## src/rtl/instruction_fetch_unit_pkg.sv

```systemverilog
// Shared types and constants for the instruction fetch stage.
package instruction_fetch_unit_pkg;

    localparam int INSTR_W = 32;
    localparam int ADDR_W  = 32;

    localparam logic [INSTR_W-1:0] NOP_WORD = 32'h0000_0000;

    // Fetch FSM: normal fetching, or parked after an illegal PC until reset
    typedef enum logic {
        RUN   = 1'b0,
        FAULT = 1'b1
    } fetch_state_t;

endpackage

```

## src/rtl/instruction_fetch_unit_if_id_register.sv

```systemverilog
// IF/ID pipeline register: bubble beats load, load happens only when enabled.
import instruction_fetch_unit_pkg::*;

module if_id_register (
    input  logic               clk,
    input  logic               rst,
    input  logic               i_enable,
    input  logic               i_bubble,
    input  logic [INSTR_W-1:0] i_instruction,
    input  logic [ADDR_W-1:0]  i_pc_plus4,
    output logic [INSTR_W-1:0] o_instruction,
    output logic [ADDR_W-1:0]  o_pc_plus4,
    output logic               o_valid
);

    logic [INSTR_W-1:0] r_instruction;
    logic [ADDR_W-1:0]  r_pc_plus4;
    logic               r_valid;

    // Capture the fetched word, insert a bubble, or hold while stalled
    always_ff @(posedge clk) begin
        if (rst) begin
            r_instruction <= NOP_WORD;
            r_pc_plus4    <= '0;
            r_valid       <= 1'b0;
        end else if (i_bubble) begin
            r_instruction <= NOP_WORD;
            r_pc_plus4    <= '0;
            r_valid       <= 1'b0;
        end else if (i_enable) begin
            r_instruction <= i_instruction;
            r_pc_plus4    <= i_pc_plus4;
            r_valid       <= 1'b1;
        end
    end

    assign o_instruction = r_instruction;
    assign o_pc_plus4    = r_pc_plus4;
    assign o_valid       = r_valid;

endmodule

```

## src/rtl/instruction_fetch_unit.sv

```systemverilog
// Instruction fetch stage: PC register, fault FSM and IF/ID register.
import instruction_fetch_unit_pkg::*;

module instruction_fetch_unit #(
    parameter logic [31:0] RESET_PC   = 32'h0000_0000,
    parameter int          IMEM_WORDS = 128
) (
    input  logic               clk,
    input  logic               rst,
    input  logic               stall,
    input  logic               flush,
    input  logic               redirect_valid,
    input  logic [ADDR_W-1:0]  redirect_target,
    input  logic [INSTR_W-1:0] imem_instruction,
    output logic [ADDR_W-1:0]  imem_address,
    output logic [ADDR_W-1:0]  pc,
    output logic [INSTR_W-1:0] if_id_instruction,
    output logic [ADDR_W-1:0]  if_id_pc_plus4,
    output logic               if_id_valid,
    output logic               fetch_fault
);

    fetch_state_t       r_state;
    logic [ADDR_W-1:0]  r_pc;
    logic               r_fault;

    logic [ADDR_W-1:0]  w_word_idx;
    logic [ADDR_W-1:0]  w_pc_plus4;
    logic               w_bad_pc;
    logic               w_bubble;
    logic               w_enable;

    assign w_word_idx   = {2'b00, r_pc[31:2]};
    assign w_pc_plus4   = r_pc + 32'd4;
    assign imem_address = w_word_idx;

    // A misaligned or out-of-range PC must never be handed to decode
    assign w_bad_pc = (r_pc[1:0] != 2'b00) || (w_word_idx >= 32'(IMEM_WORDS));

    // Any non-advancing, non-stalling case turns the IF/ID slot into a bubble
    assign w_bubble = (r_state == FAULT) || w_bad_pc || redirect_valid || flush;
    assign w_enable = !stall;

    // PC update and fault FSM; redirect outranks flush, flush outranks stall
    always_ff @(posedge clk) begin
        if (rst) begin
            r_state <= RUN;
            r_pc    <= RESET_PC;
            r_fault <= 1'b0;
        end else begin
            case (r_state)
                RUN: begin
                    if (w_bad_pc) begin
                        r_state <= FAULT;
                        r_fault <= 1'b1;
                    end else if (redirect_valid) begin
                        r_pc <= redirect_target;
                    end else if (flush || !stall) begin
                        r_pc <= w_pc_plus4;
                    end
                end
                FAULT: begin
                    r_fault <= 1'b1;
                end
                default: r_state <= FAULT;
            endcase
        end
    end

    if_id_register u_if_id (
        .clk           (clk),
        .rst           (rst),
        .i_enable      (w_enable),
        .i_bubble      (w_bubble),
        .i_instruction (imem_instruction),
        .i_pc_plus4    (w_pc_plus4),
        .o_instruction (if_id_instruction),
        .o_pc_plus4    (if_id_pc_plus4),
        .o_valid       (if_id_valid)
    );

    assign pc          = r_pc;
    assign fetch_fault = r_fault;

endmodule

```

## config.mk

```make
export PLATFORM = sky130hd
export DESIGN_NAME = instruction_fetch_unit
export DESIGN_NICKNAME = d
export VERILOG_FILES = /design/src/rtl/instruction_fetch_unit_pkg.sv /design/src/rtl/instruction_fetch_unit_if_id_register.sv /design/src/rtl/instruction_fetch_unit.sv
export SDC_FILE = /design/constraint.sdc
export NUM_CORES = 1
export LEC_CHECK = 0
export ABC_AREA = 1
export ABC_CLOCK_PERIOD_IN_PS = 1800
export CAP_MARGIN = 40
export CORE_MARGIN = 8
export CORE_UTILIZATION = 45
export DETAILED_ROUTE_END_ITERATION = 12
export PLACE_DENSITY = 0.81
export SYNTH_ARGS = -nofsm -noshare
export SYNTH_HDL_FRONTEND = slang
export SYNTH_HIERARCHICAL = 1
export SYNTH_SLANG_ARGS = --single-unit
```

## constraint.sdc

```tcl
create_clock -name clk -period 1.8 [get_ports clk]
set_input_delay 0.27 -clock clk [delete_from_list [all_inputs] [get_ports clk]]
set_output_delay 0.27 -clock clk [all_outputs]
set_load 0.05 [all_outputs]
```

---- Yosys cells after proc, flatten, opt, wreduce, memory -nomap -nowiden ----
Cells that the tools add are included.
word-level totals
  bits in writable memories ............... 0
  memories ................................ 0
  memory bits (read-only) ................. 0
  input port bits ......................... 69
  bits in latches ......................... 0
  bits in registers ....................... 99
operators by class
  add/sub/neg operators ................... 1
  shift-type cells ........................ 0
  reductions and logical operators ........ 10
  order comparisons ....................... 1
  equal/unequal tests ..................... 1
  divide/modulo/power cells ............... 0
  multiplexer cells ....................... 6
  bitwise logic cells ..................... 2
  multiply operators ...................... 0
operators with widths
  cell                                                                    number
  32-bit 2-to-1 mux                                                       2
  32-bit by 3-bit adder with 32-bit output, second input constant         1
  30-bit by 8-bit >= comparator with 1-bit output, second input constant  1
  1-bit logical OR                                                        5
  2-bit nonzero test                                                      2
  1-bit 2-to-1 mux                                                        3
  3-bit AND reduction                                                     1
  2-bit != test, second input constant                                    1
  1-bit NOT                                                               2
  1-bit one-hot mux with 2 select lines                                   1
  2-bit OR reduction                                                      1
  1-bit logical NOT                                                       1

---- Depth between registers and ports, before layout ----
  depth after elaboration ................. 6
  depth in mapped cells ................... 12

---- By module ----
The synthesis kept the hierarchy.
modules (own cells, without submodules)
  module                  cells an instance  area each (um^2)  instances  seq. area each (um^2)
  instruction_fetch_unit  477                2821.5            1          680.7
  if_id_register          408                2655.0            1          1301.2

---- Worst setup path before layout ----
No wires, ideal clock.
  path type ............................... register to register
  start point ............................. register r_pc[2], in the netlist pc[2]
  end point ............................... register u_if_id.r_pc_plus4[26], in the netlist u_if_id/o_pc_plus4[26]
  setup slack ............................. -0.252 ns
  path buffers ............................ 0
  data required time ...................... 1.736 ns
  clock period less this slack ............ 2.052 ns
  arrival time ............................ 1.988 ns
  stages on the path, launching flop included .. 11
  path through ............................ dfxtp_1 ha_1 nand3_2 nor3_4 nand3_1 nor2_1 xor2_1 inv_1 nand2_1 nand2_1 nor2_1
on the way
  elaborated cells between the ends (all ways) .. 7
RTL lines
  element                                   RTL line                                     RTL
  start: declaration                        instruction_fetch_unit.sv:24                 logic [ADDR_W-1:0] r_pc;
  start signal: assignment                  instruction_fetch_unit.sv:57                 r_pc <= redirect_target;
  start signal: assignment                  instruction_fetch_unit.sv:59                 r_pc <= w_pc_plus4;
  32-bit by 3-bit adder with 32-bit output  instruction_fetch_unit.sv:34                 assign w_pc_plus4 = r_pc + 32'd4;
  named net w_pc_plus4[26]                  instruction_fetch_unit.sv:28                 logic [ADDR_W-1:0] w_pc_plus4;
  end signal: assignment                    instruction_fetch_unit_if_id_register.sv:32  r_pc_plus4 <= i_pc_plus4;
  end: declaration                          instruction_fetch_unit_if_id_register.sv:17  logic [ADDR_W-1:0] r_pc_plus4;
The timed path passes the listed nets, and every way through them passes these cells.
A chain may end at the register's enable or synchronous reset.

---- Worst setup path after layout ----
  start point ............................. register u_if_id.r_instruction[7], in the netlist u_if_id/o_instruction[7]
  end point ............................... output port if_id_instruction[7]
RTL lines
  element                   RTL line                                     RTL
  start: declaration        instruction_fetch_unit_if_id_register.sv:16  logic [INSTR_W-1:0] r_instruction;
  start signal: assignment  instruction_fetch_unit_if_id_register.sv:31  r_instruction <= i_instruction;
  end: declaration          instruction_fetch_unit.sv:17                 output logic [INSTR_W-1:0] if_id_instruction,
No word-level cell between the ends.

==> results.tsv <==
stage	metric	value	unit
critical_path	max_stage_delay	0.82	ns
finish	fillers	1079	
clock_network	cts_tree	built	
critical_path	crit_path_max_fanout	2	
sta	max_freq	569	MHz
global_routing	grt_use_total	0.190	
synthesis	ys.flop_type	dfxtp_1	
synthesis	async_reset_ff_frac	0	
synthesis	synthCells	885	
clock_network	cts_sinks	99	
power_and_ir_drop	power.leakage	4.05	nW
synthesis	synth_seq_cells	99	
global_routing	grt_pass1_vias	5045	
sta	worstMarginPinSlew	0.529	ns
power_and_ir_drop	power.total	10.2	mW
synthesis	synth_compound_area_frac	0.00777	
clock_network	path_clk_slew	0.06	ns
clock_network	cts-hold-fix-buffers	0	
worst_hold_path	hold_path_end	u_if_id/o_instruction[8]	
sta	finalCritPeriodShare	0.977	
critical_path	reg2reg_depth	12	
critical_path	worstPathArrival	1.49	ns
critical_path	cp_num_buf_inv	1	
clock_network	clockBufferDepth	2	
finish	ff_latch_area	2010	µm²
global_routing	grt-ovfl-total	0	
drt	antenna_left	0	
sta	skew	0.0105	ns
place	hpwl	12100	µm
finish	finalNetCount	1148	
drt	wl	15900	µm
critical_path	critPathTopFamily	buffers and inverters	
synthesis	synth_simple_gate_area_frac	0.414	
sta	drv_slew	0	
synthesis	yosys_warnings	6	
sta	setup_viol_count_final	0	
synthesis	ys_seq_area_frac	0.362	
critical_path	crit_start	u_if_id/o_instruction[7]	
synthesis	synthMuxAreaShare	0.00183	
synthesis	synth-xor-area-share	0.0304	
critical_path	crit_cells	1	
critical_path	crit_required	1.53	ns
critical_path	worstPathCellList	clkdlybuf4s50_1	
power_and_ir_drop	vdd_ir_drop_max	0.852	mV
power_and_ir_drop	power.density	1310	nW/µm²
job	max-cap-violations	0	
die	dieArea	16000	µm²
critical_path	rr_startpoint	pc[17]	
critical_path	r2r_slack	0.06	ns
clock_network	htreeDepth	3	
drt	wl_per_cell	12.9	µm
global_routing	antenna_found_initial	0	
die	rows	40	
finish	diodes	0	
status	status	complete, no violations	
synthesis	synth-edff-count	0	
synthesis	synth_top_family_by_area	simple AND/OR/NAND/NOR gates	
global_routing	grt_pass1_wl	25000	µm
critical_path	rr_endpoint	u_if_id/o_pc_plus4[27]	
worst_hold_path	min_from	u_if_id/o_instruction[8]	
place	portBuffers	196	
clock_network	cts_root_buffer	clkbuf_16	
sta	slew_headroom	0.646	
die	die_h	126	µm
place	place_area	7350	µm²
sta	grt_setup_unrepaired	true	
die	start_util	0.458	
drt	via_per_inst	4.47	
clock_network	clock_latency	0.35	ns
worst_hold_path	hp-class	reg -> reg	
sta	hold_slack	0.466	ns
synthesis	yosysUniqueCellTypes	27	
clock_network	numCtsBuffers	9	
drt	vias	5489	
finish	fin_area	7780	µm²
drt	first_iter_violations	339	
die	pin_count	199	
drt	firstDrtPassIters	5	
finish	drive_gt1_frac	0.216	
synthesis	syn_area	5480	µm²
die	die_w	126	µm
drt	drc	0	
global_routing	grt_max_degree	44	
sta	hold_viol	0	
synthesis	synthAdderAreaFrac	0.00457	
sta	period_minus_slack	1.76	ns
worst_hold_path	hold_depth	2	
finish	syn_to_final_growth	42.1	%
finish	multi_input_area	2580	µm²
critical_path	critPathLaunchType	flop	
critical_path	critPathCaptureType	output port	
synthesis	avgSynthCellArea	6.19	µm²
critical_path	crit_slowest_cell	clkdlybuf4s50_1	
place	gp_congestion	0.927	
die	core-area	12000	µm²
critical_path	crit_type	reg -> out	
==> cells in the final DEF, fill, tap and decap left out, drive strengths merged <==
cell / instances
or2: 1
clkinv: 2
dlymetal6s2s: 5
o21a: 1
conb: 2
nor3: 7
a21oi: 1
dfxtp: 99
clkdlybuf4s50: 91
xor2: 19
nand2: 278
mux2i: 1
ha: 2
and2: 6
clkbuf: 14
buf: 152
inv: 128
nand3: 19
o21ai: 6
clkinvlp: 3
nor2: 234
nand4: 10
==> synth_stat cells, types with 7 or more instances <==
library cell  number  area [µm²]
buf_2             19        95.1
buf_4             36         270
buf_6              9         101
dfxtp_1           99        1980
inv_1            122         458
inv_2              7        26.3
nand2_1          278        1040
nand3_1           15        75.1
nand4_1           10        62.6
nor2_1           208         781
nor2_2            24         150
xor2_1            19         166
==> how the worst max path moves through the flow <==
stage / end / slack (ns)
global route: u_if_id/o_pc_plus4[27] / -0.05
floorplan: u_if_id/o_pc_plus4[26] / -0.001
global placement: u_if_id/o_pc_plus4[25] / 0.12
finish: if_id_instruction[7] / 0.04
detailed placement: u_if_id/o_instruction[0] / 0.08
CTS: if_id_instruction[18] / 0.02
==> sequential cells by signal, summed over array words and instances, names as in the netlist <==
register	count
u_if_id/o_instruction	32
r_state	1
u_if_id/o_pc_plus4	32
fetch_fault	1
pc	32
u_if_id/o_valid	1
==> area by class of cell <==
type	instances	area share
Multi-Input combinational cell	587	0.331
Timing Repair Buffer	250	0.288
Sequential cell	99	0.258
Inverter	130	0.0629
Clock buffer	12	0.0331
Tap cell	147	0.0236
Clock inverter	3	0.00289
==> cells by family after synthesis <==
family	after synthesis
mux	1
flops	99
buf+inv	200
simple gates	555
other cells	1
compound gates	8
xor+xnor	19
fa+ha+maj	2
==> per-layer routing <==
layer	vias up	wire [µm]	global-route usage
met5	-	0	0
met1	2397	7230	0.241
met3	16	759	0.0323
met4	0	215	0.0672
li1	2910	-	-
met2	166	7680	0.320
==> report_power, final <==
| part | switching (mW) | internal [mW] |
|---|---|---|
| sequential | 0.274 | 2.50 |
| combinational | 3.66 | 1.89 |
| clock | 0.818 | 1.01 |
==> stage by stage <==
stage / instances / setup slack [ns] / setup TNS, ns / utilization
3_3_place_gp: 1209 / 0.116 / 0 / 0.615
4_1_cts: 1224 / 0.0246 / 0 / 0.638
3_5_place_dp: 1209 / 0.0758 / 0 / 0.615
5_1_grt: 1228 / -0.0528 / -0.452 / 0.650
6_report: 1228 / 0.0420 / 0 / 0.650
2_1_floorplan: 886 / -0.00130 / -0.00130 / -
==> what timing repair did <==
item,4_1_cts,5_1_grt
setup endpoints to repair,0,58
resized for setup,0,24
buffers inserted,0,2
endpoints found under the hold margin,0,0
Power figures use the tool's default switching activity.
